==> config.mk <==
export PLATFORM = sky130hd
export DESIGN_NAME = odd_even_sort
export DESIGN_NICKNAME = d
export VERILOG_FILES = /design/src/rtl/odd_even_sort_pkg.sv /design/src/rtl/odd_even_sort_cmp_swap.sv /design/src/rtl/odd_even_sort.sv
export SDC_FILE = /design/constraint.sdc
export NUM_CORES = 1
export LEC_CHECK = 0
export ABC_CLOCK_PERIOD_IN_PS = 1900
export CAP_MARGIN = 10
export CELL_PAD_IN_SITES_DETAIL_PLACEMENT = 0
export CELL_PAD_IN_SITES_GLOBAL_PLACEMENT = 1
export CORE_MARGIN = 1.5
export CORE_UTILIZATION = 33
export CTS_CLUSTER_DIAMETER = 30
export DETAILED_ROUTE_END_ITERATION = 10
export GPL_ROUTABILITY_DRIVEN = 0
export PLACE_DENSITY = 0.82
export SETUP_SLACK_MARGIN = 0.02
export SYNTH_ARGS = -nofsm -noshare
export SYNTH_HDL_FRONTEND = slang
export SYNTH_SLANG_ARGS = --single-unit
==> constraint.sdc <==
create_clock -name CLK -period 1.9 [get_ports CLK]
set_input_delay 0.38 -clock CLK [delete_from_list [all_inputs] [get_ports CLK]]
set_output_delay 0.38 -clock CLK [all_outputs]
set_load 0.02 [all_outputs]
==> src/rtl/odd_even_sort_pkg.sv <==
// huffman_sort_pkg: shared definitions for the odd-even transposition sorter.
//   sort_idx_w(n) : width of a symbol index, max(1, clog2(n))
//   sort_state_e  : controller states ST_IDLE / ST_SORT / ST_DONE
//   ORDER_ASC / ORDER_DESC : values for the DESCEND parameter
package huffman_sort_pkg;

  typedef enum logic [1:0] {
    ST_IDLE = 2'd0,
    ST_SORT = 2'd1,
    ST_DONE = 2'd2
  } sort_state_e;

  localparam int unsigned ORDER_ASC  = 0;
  localparam int unsigned ORDER_DESC = 1;

  function automatic int unsigned sort_idx_w(input int unsigned n);
    return (n <= 2) ? 1 : $clog2(n);
  endfunction

endpackage

==> src/rtl/odd_even_sort_cmp_swap.sv <==
// sort_cmp_swap: one combinational compare-exchange cell.
//   a_* is the lower position, b_* the upper position of the pair.
//   Outputs carry the ordered pair; weight and index move together.
//   A swap happens only on strict inequality, so equal weights keep order.
//   swapped_o exists only when SORT_EARLY_EXIT_EN is defined.
module sort_cmp_swap
  import huffman_sort_pkg::*;
#(
  parameter int unsigned W       = 8,
  parameter int unsigned IW      = 2,
  parameter int unsigned DESCEND = ORDER_ASC
) (
  input  logic [W-1:0]  a_w_i,
  input  logic [W-1:0]  b_w_i,
  input  logic [IW-1:0] a_idx_i,
  input  logic [IW-1:0] b_idx_i,
  output logic [W-1:0]  a_w_o,
  output logic [W-1:0]  b_w_o,
  output logic [IW-1:0] a_idx_o,
  output logic [IW-1:0] b_idx_o
`ifdef SORT_EARLY_EXIT_EN
  ,output logic         swapped_o
`endif
);

  localparam bit DESC = (DESCEND == ORDER_DESC);

  logic swap;

  always_comb begin
    swap    = DESC ? (a_w_i < b_w_i) : (a_w_i > b_w_i);
    a_w_o   = swap ? b_w_i   : a_w_i;
    b_w_o   = swap ? a_w_i   : b_w_i;
    a_idx_o = swap ? b_idx_i : a_idx_i;
    b_idx_o = swap ? a_idx_i : b_idx_i;
  end

`ifdef SORT_EARLY_EXIT_EN
  assign swapped_o = swap;
`endif

endmodule

==> src/rtl/odd_even_sort.sv <==
// odd_even_sort: sorts N W-bit weights (with original indices) using an
// odd-even transposition network, one compare-exchange phase per clock.
//   CLK, RST (sync, active high)
//   IN_VALID/IN_READY/IN_WEIGHTS   : load handshake, weight i at [i*W +: W]
//   OUT_VALID/OUT_READY            : unload handshake
//   SORT_RESULT/SORT_INDEX         : sorted weights / original indices
//   BUSY                           : high while sorting
// Optional macro SORT_EARLY_EXIT_EN: finish after two consecutive
// swap-free phases instead of always running N phases.
module odd_even_sort
  import huffman_sort_pkg::*;
#(
  parameter int unsigned N       = 4,
  parameter int unsigned W       = 8,
  parameter int unsigned DESCEND = ORDER_ASC,
  localparam int unsigned IW     = sort_idx_w(N)
) (
  input  logic          CLK,
  input  logic          RST,
  input  logic          IN_VALID,
  output logic          IN_READY,
  input  logic [N*W-1:0]  IN_WEIGHTS,
  output logic          OUT_VALID,
  input  logic          OUT_READY,
  output logic [N*W-1:0]  SORT_RESULT,
  output logic [N*IW-1:0] SORT_INDEX,
  output logic          BUSY
);

  localparam int unsigned NE = N / 2;        // even-phase pairs
  localparam int unsigned NO = (N - 1) / 2;  // odd-phase pairs
  localparam int unsigned PW = $clog2(N) + 1;
  localparam logic [PW-1:0] LAST_P = PW'(N - 1);

  sort_state_e   state_q, state_d;
  logic [PW-1:0] p_q, p_d;
  logic [W-1:0]  w_q [N];
  logic [W-1:0]  w_d [N];
  logic [IW-1:0] idx_q [N];
  logic [IW-1:0] idx_d [N];

  // Both parities are evaluated every cycle; p_q[0] picks the one applied.
  logic [W-1:0]  ev_w [N];
  logic [IW-1:0] ev_idx [N];
  logic [W-1:0]  od_w [N];
  logic [IW-1:0] od_idx [N];

`ifdef SORT_EARLY_EXIT_EN
  localparam int unsigned NOA = (NO == 0) ? 1 : NO;
  logic [NE-1:0]  ev_sw;
  logic [NOA-1:0] od_sw;
  logic           ph_swap;
  logic           quiet_q, quiet_d;  // previous phase performed no swap
`endif

  for (genvar k = 0; k < NE; k++) begin : g_even
    sort_cmp_swap #(.W(W), .IW(IW), .DESCEND(DESCEND)) u_cell (
      .a_w_i   (w_q[2*k]),
      .b_w_i   (w_q[2*k+1]),
      .a_idx_i (idx_q[2*k]),
      .b_idx_i (idx_q[2*k+1]),
      .a_w_o   (ev_w[2*k]),
      .b_w_o   (ev_w[2*k+1]),
      .a_idx_o (ev_idx[2*k]),
      .b_idx_o (ev_idx[2*k+1])
`ifdef SORT_EARLY_EXIT_EN
      ,.swapped_o(ev_sw[k])
`endif
    );
  end

  if (N % 2 == 1) begin : g_even_tail
    assign ev_w[N-1]   = w_q[N-1];
    assign ev_idx[N-1] = idx_q[N-1];
  end

  assign od_w[0]   = w_q[0];
  assign od_idx[0] = idx_q[0];

  for (genvar k = 0; k < NO; k++) begin : g_odd
    sort_cmp_swap #(.W(W), .IW(IW), .DESCEND(DESCEND)) u_cell (
      .a_w_i   (w_q[2*k+1]),
      .b_w_i   (w_q[2*k+2]),
      .a_idx_i (idx_q[2*k+1]),
      .b_idx_i (idx_q[2*k+2]),
      .a_w_o   (od_w[2*k+1]),
      .b_w_o   (od_w[2*k+2]),
      .a_idx_o (od_idx[2*k+1]),
      .b_idx_o (od_idx[2*k+2])
`ifdef SORT_EARLY_EXIT_EN
      ,.swapped_o(od_sw[k])
`endif
    );
  end

  if (N % 2 == 0) begin : g_odd_tail
    assign od_w[N-1]   = w_q[N-1];
    assign od_idx[N-1] = idx_q[N-1];
  end

`ifdef SORT_EARLY_EXIT_EN
  if (NO == 0) begin : g_odd_sw_tie
    assign od_sw = '0;
  end
  assign ph_swap = p_q[0] ? (|od_sw) : (|ev_sw);
`endif

  always_comb begin
    state_d = state_q;
    p_d     = p_q;
    w_d     = w_q;
    idx_d   = idx_q;
`ifdef SORT_EARLY_EXIT_EN
    quiet_d = quiet_q;
`endif
    unique case (state_q)
      ST_IDLE: begin
        if (IN_VALID) begin
          for (int unsigned i = 0; i < N; i++) begin
            w_d[i]   = IN_WEIGHTS[i*W +: W];
            idx_d[i] = IW'(i);
          end
          p_d     = '0;
          state_d = ST_SORT;
`ifdef SORT_EARLY_EXIT_EN
          quiet_d = 1'b0;
`endif
        end
      end
      ST_SORT: begin
        for (int unsigned i = 0; i < N; i++) begin
          w_d[i]   = p_q[0] ? od_w[i]   : ev_w[i];
          idx_d[i] = p_q[0] ? od_idx[i] : ev_idx[i];
        end
        p_d = p_q + 1'b1;
        if (p_q == LAST_P) state_d = ST_DONE;
`ifdef SORT_EARLY_EXIT_EN
        quiet_d = ~ph_swap;
        if ((p_q != '0) && quiet_q && !ph_swap) state_d = ST_DONE;
`endif
      end
      ST_DONE: begin
        if (OUT_READY) state_d = ST_IDLE;
      end
      default: state_d = ST_IDLE;
    endcase
  end

  always_ff @(posedge CLK) begin
    if (RST) begin
      state_q <= ST_IDLE;
      p_q     <= '0;
      for (int unsigned i = 0; i < N; i++) begin
        w_q[i]   <= '0;
        idx_q[i] <= '0;
      end
`ifdef SORT_EARLY_EXIT_EN
      quiet_q <= 1'b0;
`endif
    end else begin
      state_q <= state_d;
      p_q     <= p_d;
      w_q     <= w_d;
      idx_q   <= idx_d;
`ifdef SORT_EARLY_EXIT_EN
      quiet_q <= quiet_d;
`endif
    end
  end

  always_comb begin
    for (int unsigned i = 0; i < N; i++) begin
      SORT_RESULT[i*W +: W]  = w_q[i];
      SORT_INDEX[i*IW +: IW] = idx_q[i];
    end
  end

  assign IN_READY  = (state_q == ST_IDLE);
  assign OUT_VALID = (state_q == ST_DONE);
  assign BUSY      = (state_q == ST_SORT);

endmodule

* After elaboration in Yosys (flattened, before gate mapping) *
Cells that the tools add are included.

storage, ports and cells
  bits in writable memories = 0
  latch bits = 0
  memory bits (read-only) = 0
  register bits = 45
  memories = 0
  word-level logic and storage cells = 64

operators by class
  div/mod/pow operators = 0
  magnitude comparators = 3
  multiplexer cells = 30
  bitwise logic cells = 0
  equality and inequality tests = 12
  reduce and logical (&&, ||, !) cells = 8
  $add $sub $neg = 1
  shift operators = 0
  multipliers = 0

operators with widths
  cell                 count
  $mux 8               11
  $pmux 32 s2          1
  $mux 32              1
  $mux 2               13
  $gt 8x8->1           3
  $pmux 8 s2           1
  $reduce_and 4->1     4
  $ne 2x1->1 const B   4
  $ne 3x1->1 const B   2
  $pmux 2 s3           1
  $pmux 3 s2           1
  $ne 2x2->1 const B   2
  $add 3x1->3 const B  1
  $eq 3x2->1 const B   1
  $mux 3               1
  $ne 3x2->1 const B   1
  $reduce_and 3->1     1
  $eq 2x1->1 const B   1
  $eq 2x2->1 const B   1
  $logic_not 2->1      1
  $reduce_and 2->1     1
  $reduce_bool 2->1    1

* Logic depth before layout (Yosys ltp) *
Gate-level depths: netlist (run 1).

  depth after elaboration = 4
  gate-level depth with buffers = 9
  gate-level depth less buffers = 8

* By module *
Synthesis (run 1) repeated with hierarchy kept, for this count alone.

second synthesis, totals
  cells, all modules = 430
  area total of the unflattened synthesis = 4006.3 µm²

modules (own cells, without submodules)
  module         cells an instance  sequential area each (µm²)  instances  area each (µm²)
  odd_even_sort  283                900.9                       1          2351.0
  sort_cmp_swap  49                 0.0                         3          551.8

* Worst setup path after synthesis (run 1) *
OpenSTA, ideal clock, no wires.

  path kind = register to register
  start point = register w_q (netlist bit SORT_RESULT[21])
  end point = register idx_q (netlist bit SORT_INDEX[2])
  arrival time = 2077 ps
  data required time = 1779 ps
  slack = -299 ps
  stages on the path, launching flop included = 10
  cells stage by stage = dfxtp_1 > inv_1 > ha_1 > a211o_1 > a21oi_2 > nor3_1 > a311oi_2 > a21oi_2 > buf_6 > mux2_4

on the way
  word-level cells in the longest chain between the ends = 3

RTL lines
  what                        line                          source
  start: declaration          odd_even_sort.sv:37           logic [W-1:0] w_q [N];
  start signal: assignment    odd_even_sort.sv:163          w_q <= w_d;
  $gt 8x8->1                  odd_even_sort_cmp_swap.sv:31  swap = DESC ? (a_w_i < b_w_i) : (a_w_i > b_w_i);
  $ne 3x2->1 (no line)        --
  $reduce_and 4->1 (no line)  --
  end signal: assignment      odd_even_sort.sv:164          idx_q <= idx_d;
  end: declaration            odd_even_sort.sv:39           logic [IW-1:0] idx_q [N];

Every way passes these cells.
A chain may end at the register's enable or synchronous reset.

* Worst setup path after layout (run 1) *
  start point = register w_q (netlist bit SORT_RESULT[26])
  end point = register w_q (netlist bit SORT_RESULT[27])

on the way
  word-level cells in the longest chain between the ends = 3

RTL lines
  what                        line
  $gt 8x8->1                  odd_even_sort_cmp_swap.sv:31
  $ne 2x1->1 (no line)        --
  $reduce_and 4->1 (no line)  --

Every way passes these cells.

==> impl_metrics.py, run 1 <==
metrics = {
    "outcome": {
        "status": "finished with violations",
        "violations": "design-rule violations, negative setup slack",
    },
    "route": {
        "routedWlPerCell_um": 16.83,
        "dr_total_vias": 3158,
        "routed_wl_um": 10320,
        "vias_per_cell": 5.152,
        "drt_iter0_drc": 92,
        "drtAntennaViolNets": 0,
        "first_pass_iters": 7,
        "drc_errors": 2,
    },
    "synth": {
        "synth_area_sq_um": 3068,
        "syn_nets": 420,
        "synth-seq-cells": 45,
        "synth_most_common_cell": "nor2_1",
        "synthTopCellsByArea": "dfxtp_1, mux2i_1, ha_1, nor2_1, a211o_1",
        "yosys.area.top_type_share_pct": 29.36,
        "synthTopCellsByCount": "nor2_1, dfxtp_1, nand2_1",
        "async_flop_share_pct": 0,
        "ys_seq_area_share_pct": 29.36,
        "synth_top_area_cell": "dfxtp_1",
        "ys.warnings.count": 0,
        "netlist_instances": 358,
        "avgSynthCellArea_sq_um": 8.570,
        "ys_types": 39,
        "synth_edf_count": 0,
        "synth_ff_type": "dfxtp_1",
    },
    "final_layout": {
        "multi_input_area_sq_um": 2237,
        "ff_latch_area_sq_um": 947.2,
        "postLayoutCellArea_sq_um": 5014,
        "fillCellCount": 844,
        "nNetsFinal": 563,
        "drive_above_1_share_pct": 37.85,
        "n_antenna_cell": 0,
        "syn_to_final_growth_pct": 63.42,
        "instances_no_fill": 613,
        "fin_util_pct": 55.04,
    },
    "worst_setup_path": {
        "start_kind": "flip-flop",
        "path_delay_family": "compound AO/OA/AOI/OAI gates",
        "arrival_ns": 2.32,
        "critPathMaxFanout": 8,
        "path_class": "reg2reg",
        "cp.required_ns": 2.09,
        "rr_worst_depth": 10,
        "cp_slowest_cell": "dfxtp_2",
        "path_depth": 10,
        "max_stage_delay_ns": 0.34,
        "critical_path.endpoint_type": "flip-flop",
        "crit_top_cell": "buf_6",
        "cp_cell_sequence": "inv_1 -> ha_1 -> nand4_1 -> nor2_1 -> a211o_1 -> buf_6 -> a31oi_4 -> buf_6 -> buf_6 -> a311oi_2",
        "cp_num_buf_inv": 4,
    },
    "cts": {
        "clk_path_buf_depth": 2,
        "cts.clk_slew.worst_paths_ns": 0.09,
        "clockRootBuffer": "clkbuf_8",
        "clkLatencyLatePin_ns": 0.31,
        "h-tree-depth": 2,
        "cts_buffers": 5,
        "clock-sinks": 45,
        "cts_tree": "yes",
    },
    "timing": {
        "worst_pin_slew_ns": 0.4516,
        "timing.final.ws_setup_ns": -0.2292,
        "hold_viol_final": 0,
        "drv_slew": 0,
        "layout_min_cycle_time_ns": 2.129,
        "fin_skew_ns": 0.01044,
        "slew-limit-headroom_pct": 69.66,
        "fin_crit_sh_pct": 112.1,
        "rsz0062_at_grt": "true",
        "tns_ns": -6.220,
        "whs_ns": 0.4926,
        "setup_viol": 40,
        "fmax_mhz": 469.7,
    },
    "global_routing": {
        "grt_pass1_wl_um": 15670,
        "grt_max_degree": 29,
        "grt_pass1_vias": 3138,
        "antenna_found_initial": 0,
        "grt_overflow_total": 0,
        "track_usage_pct": 20.02,
    },
    "floorplan": {
        "coreArea_sq_um": 9109,
        "die_h_um": 99.42,
        "die-area_sq_um": 9884,
        "die_w_um": 99.42,
        "fp-row-count": 35,
        "initial_core_util_pct": 33.68,
        "io-pin-count": 79,
    },
    "min_path": {
        "worstHoldPathCells": 2,
        "worstHoldPathType": "reg2reg",
    },
    "placed_design": {
        "dp_hpwl_um": 7115,
        "post-place-cells": 589,
        "port_buffers": 78,
        "placed_area_sq_um": 4365,
        "pre_cts_slack_ns": -0.2496,
    },
    "power_and_ir_drop": {
        "total_power_mw": 5.808,
        "p_leak_nw": 2.110,
        "vdd_drop_max_v": 0.0004725,
        "powerDensity_nw_per_um2": 1158,
    },
    "flow_run": {
        "max_cap_viol_count": 0,
    },
}
==> where the power goes <==
group	switching (mW)	internal, mW
combinational	1.81	1.99
clock	0.366	0.263
sequential	0.194	1.18
total	2.37	3.43
==> path summary, 6_finish.rpt <==
check	from	endpoint	slack, ns
worst max-delay path	SORT_RESULT[26]	SORT_RESULT[27]	-0.23
worst min-delay path	p_q[2]	p_q[2]	0.49
worst min register to register	p_q[2]	p_q[2]	0.49
worst max register to register	SORT_RESULT[26]	SORT_RESULT[27]	-0.23
==> flip-flops by register name, summed over array words and instances, names as in the netlist <==
| register | cells |
|---|---|
| SORT_INDEX | 8 |
| p_q | 3 |
| SORT_RESULT | 32 |
| state_q | 2 |
==> layer usage <==
layer | up-vias | track usage [%] | part of all wire, %
li1 | 1538 | - | -
met1 | 1533 | 25.36 | 44
met2 | 77 | 35.51 | 50
met3 | 10 | 3.092 | 4.3
met4 | 0 | 5.092 | 1.5
met5 | - | 0 | 0
==> final cells by class <==
class,instances,area share (%)
clock inverters,3,0.3993
flip-flops and latches,45,18.89
repair buffers,159,29.37
inverters,33,2.571
clock buffers,5,1.373
well taps,111,2.770
multi-input cells,257,44.62
==> worst reg2reg max path, stage by stage, from the launching register on <==
cell	delay, ns
dfxtp_2	0.34
inv_1	0.04
ha_1	0.29
nand4_1	0.15
nor2_1	0.07
a211o_1	0.30
buf_6	0.13
a31oi_4	0.28
buf_6	0.21
buf_6	0.12
a311oi_2	0.09
==> cells in the final DEF (no fill, tap or decap), types with 2 or more instances in the layout <==
cell type / n
dfxtp_4: 6
a21oi_1: 12
dfxtp_2: 19
clkdlybuf4s50_1: 68
inv_4: 3
a211oi_2: 3
nor2_2: 13
a311oi_1: 6
mux2i_1: 35
ha_4: 15
nor2b_4: 2
a21oi_4: 2
mux2_4: 4
dfxtp_1: 20
o21ai_1: 3
a211o_1: 18
nand2_1: 37
nand4_1: 6
dlymetal6s2s_1: 5
nor3_1: 3
buf_6: 14
a21oi_2: 3
o211ai_1: 2
nand2b_1: 18
ha_1: 11
a311oi_2: 11
nor2_1: 33
inv_2: 6
buf_4: 66
o32ai_2: 2
inv_1: 25
dlygate4sd2_1: 3
clkbuf_8: 5
nor2_4: 3
and2b_2: 2
==> cells by family (layout without fill, tap and decap cells) <==
group | after synthesis | count (layout) | share of synthesized area (%)
buffers and inverters | 56 | 200 | 9.625
and+or+nand+nor | 123 | 123 | 18.39
DFF | 45 | 45 | 29.36
AOI/OAI and AO/OA | 68 | 68 | 18.31
muxes | 40 | 40 | 13.70
adders and majority gates | 26 | 26 | 10.60
==> timing repair <==
action	4_1_cts	5_1_grt
resized for setup	46	49
cloned	1	1
buffers inserted	8	10
setup endpoints to repair	43	45
hold buffers	0	0
pin swaps	25	29
Power figures use the tool's default switching activity.
==> run 2: changes to the inputs <==
--- a/config.mk
+++ b/config.mk
@@ -6,11 +6,11 @@
 export NUM_CORES = 1
 export LEC_CHECK = 0
 export ABC_CLOCK_PERIOD_IN_PS = 1900
-export CAP_MARGIN = 10
 export CELL_PAD_IN_SITES_DETAIL_PLACEMENT = 0
 export CELL_PAD_IN_SITES_GLOBAL_PLACEMENT = 1
 export CORE_MARGIN = 1.5
 export CORE_UTILIZATION = 33
+export CTS_BUF_LIST = sky130_fd_sc_hd__clkbuf_16
 export CTS_CLUSTER_DIAMETER = 30
 export DETAILED_ROUTE_END_ITERATION = 10
 export GPL_ROUTABILITY_DRIVEN = 0
==> run 2 against run 1 <==
Utilization grew 0.38 points; the flow still finishes with violations (design-rule violations, negative setup slack); clock power grew 42%; highest routed layer unchanged; sequential share of layout area shrank 0.082 points.
==> impl_metrics.py, run 2 (same netlist as run 1, synthesis figures left out) <==
metrics = {
    "power_and_ir_drop": {
        "vdd_drop_max_v": 0.0005008,
        "p_leak_nw": 2.071,
        "powerDensity_nw_per_um2": 1197,
    },
    "final_layout": {
        "ff_latch_area_sq_um": 949.7,
        "layout_commonest_cell": "clkdlybuf4s50_1",
        "postLayoutCellArea_sq_um": 5049,
        "syn_to_final_growth_pct": 64.56,
        "fillCellCount": 830,
        "mostFrequentLayoutCells": "clkdlybuf4s50_1, buf_4, nand2_1, mux2i_1, nor2_1",
        "n_antenna_cell": 0,
        "multi_input_area_sq_um": 2263,
        "largest_reg_flops": 32,
        "drive_above_1_share_pct": 37.78,
        "nNetsFinal": 556,
    },
    "worst_setup_path": {
        "r2r_end": "SORT_RESULT[1]",
        "cp.required_ns": 2.11,
        "critPathMaxFanout": 7,
        "r2r_slack_ns": -0.24,
        "path_class": "reg2reg",
        "rr_worst_depth": 11,
        "critical_path.endpoint_type": "flip-flop",
        "r2r-start": "SORT_RESULT[9]",
        "start_kind": "flip-flop",
        "arrival_ns": 2.34,
    },
    "min_path": {
        "hp-start": "p_q[2]",
        "min_to": "p_q[2]",
        "worstHoldPathCells": 2,
        "worstHoldPathType": "reg2reg",
    },
    "timing": {
        "slew-limit-headroom_pct": 69.67,
        "hold_viol_final": 0,
        "fin_crit_sh_pct": 112.5,
        "fin_skew_ns": 0.006104,
        "tns_ns": -5.924,
        "worst_pin_slew_ns": 0.4515,
        "layout_min_cycle_time_ns": 2.137,
        "fmax_mhz": 467.9,
        "drv_slew": 0,
        "setup_viol": 40,
        "rsz0062_at_grt": "true",
        "timing.final.ws_setup_ns": -0.2370,
    },
    "cts": {
        "cts.clk_slew.worst_paths_ns": 0.07,
        "clockRootBuffer": "clkbuf_16",
        "clkLatencyLatePin_ns": 0.29,
        "cts_tree": "yes",
        "h-tree-depth": 2,
        "postCtsHoldBufs": 0,
        "clock-sinks": 45,
        "cts_buffers": 5,
        "clk_path_buf_depth": 2,
    },
    "floorplan": {
        "die_h_um": 99.42,
        "coreArea_sq_um": 9109,
        "die-area_sq_um": 9884,
        "initial_core_util_pct": 33.68,
        "die_w_um": 99.42,
        "fp-row-count": 35,
        "io-pin-count": 79,
    },
    "placed_design": {
        "dp_hpwl_um": 7115,
        "placed_area_sq_um": 4365,
        "port_buffers": 78,
    },
    "route": {
        "routedWlPerCell_um": 17.06,
        "drtAntennaViolNets": 0,
        "drt_iter0_drc": 116,
        "drc_errors": 2,
        "vias_per_cell": 5.117,
        "routed_wl_um": 10340,
        "first_pass_iters": 7,
        "dr_total_vias": 3101,
    },
    "global_routing": {
        "grt_pass1_wl_um": 15670,
        "track_usage_pct": 20.11,
        "grt_pass1_vias": 3140,
        "antenna_found_initial": 0,
        "grt_overflow_total": 0,
        "grt_max_degree": 29,
    },
    "outcome": {
        "violations": "design-rule violations, negative setup slack",
        "status": "finished with violations",
    },
    "flow_run": {
        "max_cap_viol_count": 0,
    },
}
-- run 2: how the worst max path moves through the flow --
stage	startpoint	to	slack (ns)	depth (start not counted)
after floorplan	SORT_RESULT[25]	SORT_INDEX[4]	-0.18	9
after global placement	IN_VALID	SORT_RESULT[18]	-0.17	7
after detailed placement	IN_VALID	SORT_RESULT[25]	-0.25	8
after CTS	SORT_RESULT[13]	SORT_RESULT[10]	-0.17	9
after global routing	SORT_RESULT[9]	SORT_RESULT[1]	-0.32	11
final	SORT_RESULT[9]	SORT_RESULT[1]	-0.24	11
-- run 2: what timing repair did --
action	CTS	global route
setup buffers	2	8
pin swaps	27	28
setup endpoints to repair	42	43
gates resized for setup	48	49
cloned	1	1
-- run 2: final cells by class --
class                           instances  share of cell area (%)
Inverter                               33                   2.553
Timing Repair Buffer                  152                   28.18
Multi-Input combinational cell        257                   44.83
Clock buffer                            5                   2.478
Sequential cell                        45                   18.81
Clock inverter                          3                  0.3965
Tap cell                              111                   2.751
-- run 2: power breakdown --
group          leakage, nW  switching [mW]  internal, mW
sequential           0.382           0.203          1.19
clock               0.0745           0.398         0.491
combinational         1.61            1.81          1.95
-- run 2: per-layer routing --
metal	wire, um	track usage, %	vias up	part of all wire [%]
met5	0	0	-	0
met1	4632	25.23	1481	45
li1	-	-	1526	-
met4	291	7.151	0	2.8
met3	373	2.881	17	3.6
met2	5041	35.14	77	49
-- run 2: critical path: stages, from the launching register on --
cell	delay, ns
dfxtp_4	0.35
inv_2	0.04
ha_4	0.26
nor2b_4	0.13
o211ai_1	0.10
a211oi_2	0.27
buf_4	0.14
o31a_1	0.24
buf_6	0.17
buf_6	0.10
nor2_2	0.03
a311oi_2	0.21
-- run 2: per-stage QoR --
stage	std cells	power, mW	util [%]	worst slack (ns)	hold WS [ns]
after floorplan	358	3.037	-	-0.1807	0.4544
after global placement	589	4.323	47.93	-0.1717	0.4676
after detailed placement	589	4.404	47.93	-0.2496	0.4753
after CTS	600	5.634	52.50	-0.1660	0.4914
after global routing	606	6.360	55.43	-0.3245	0.5171
final	606	6.046	55.43	-0.2370	0.4840
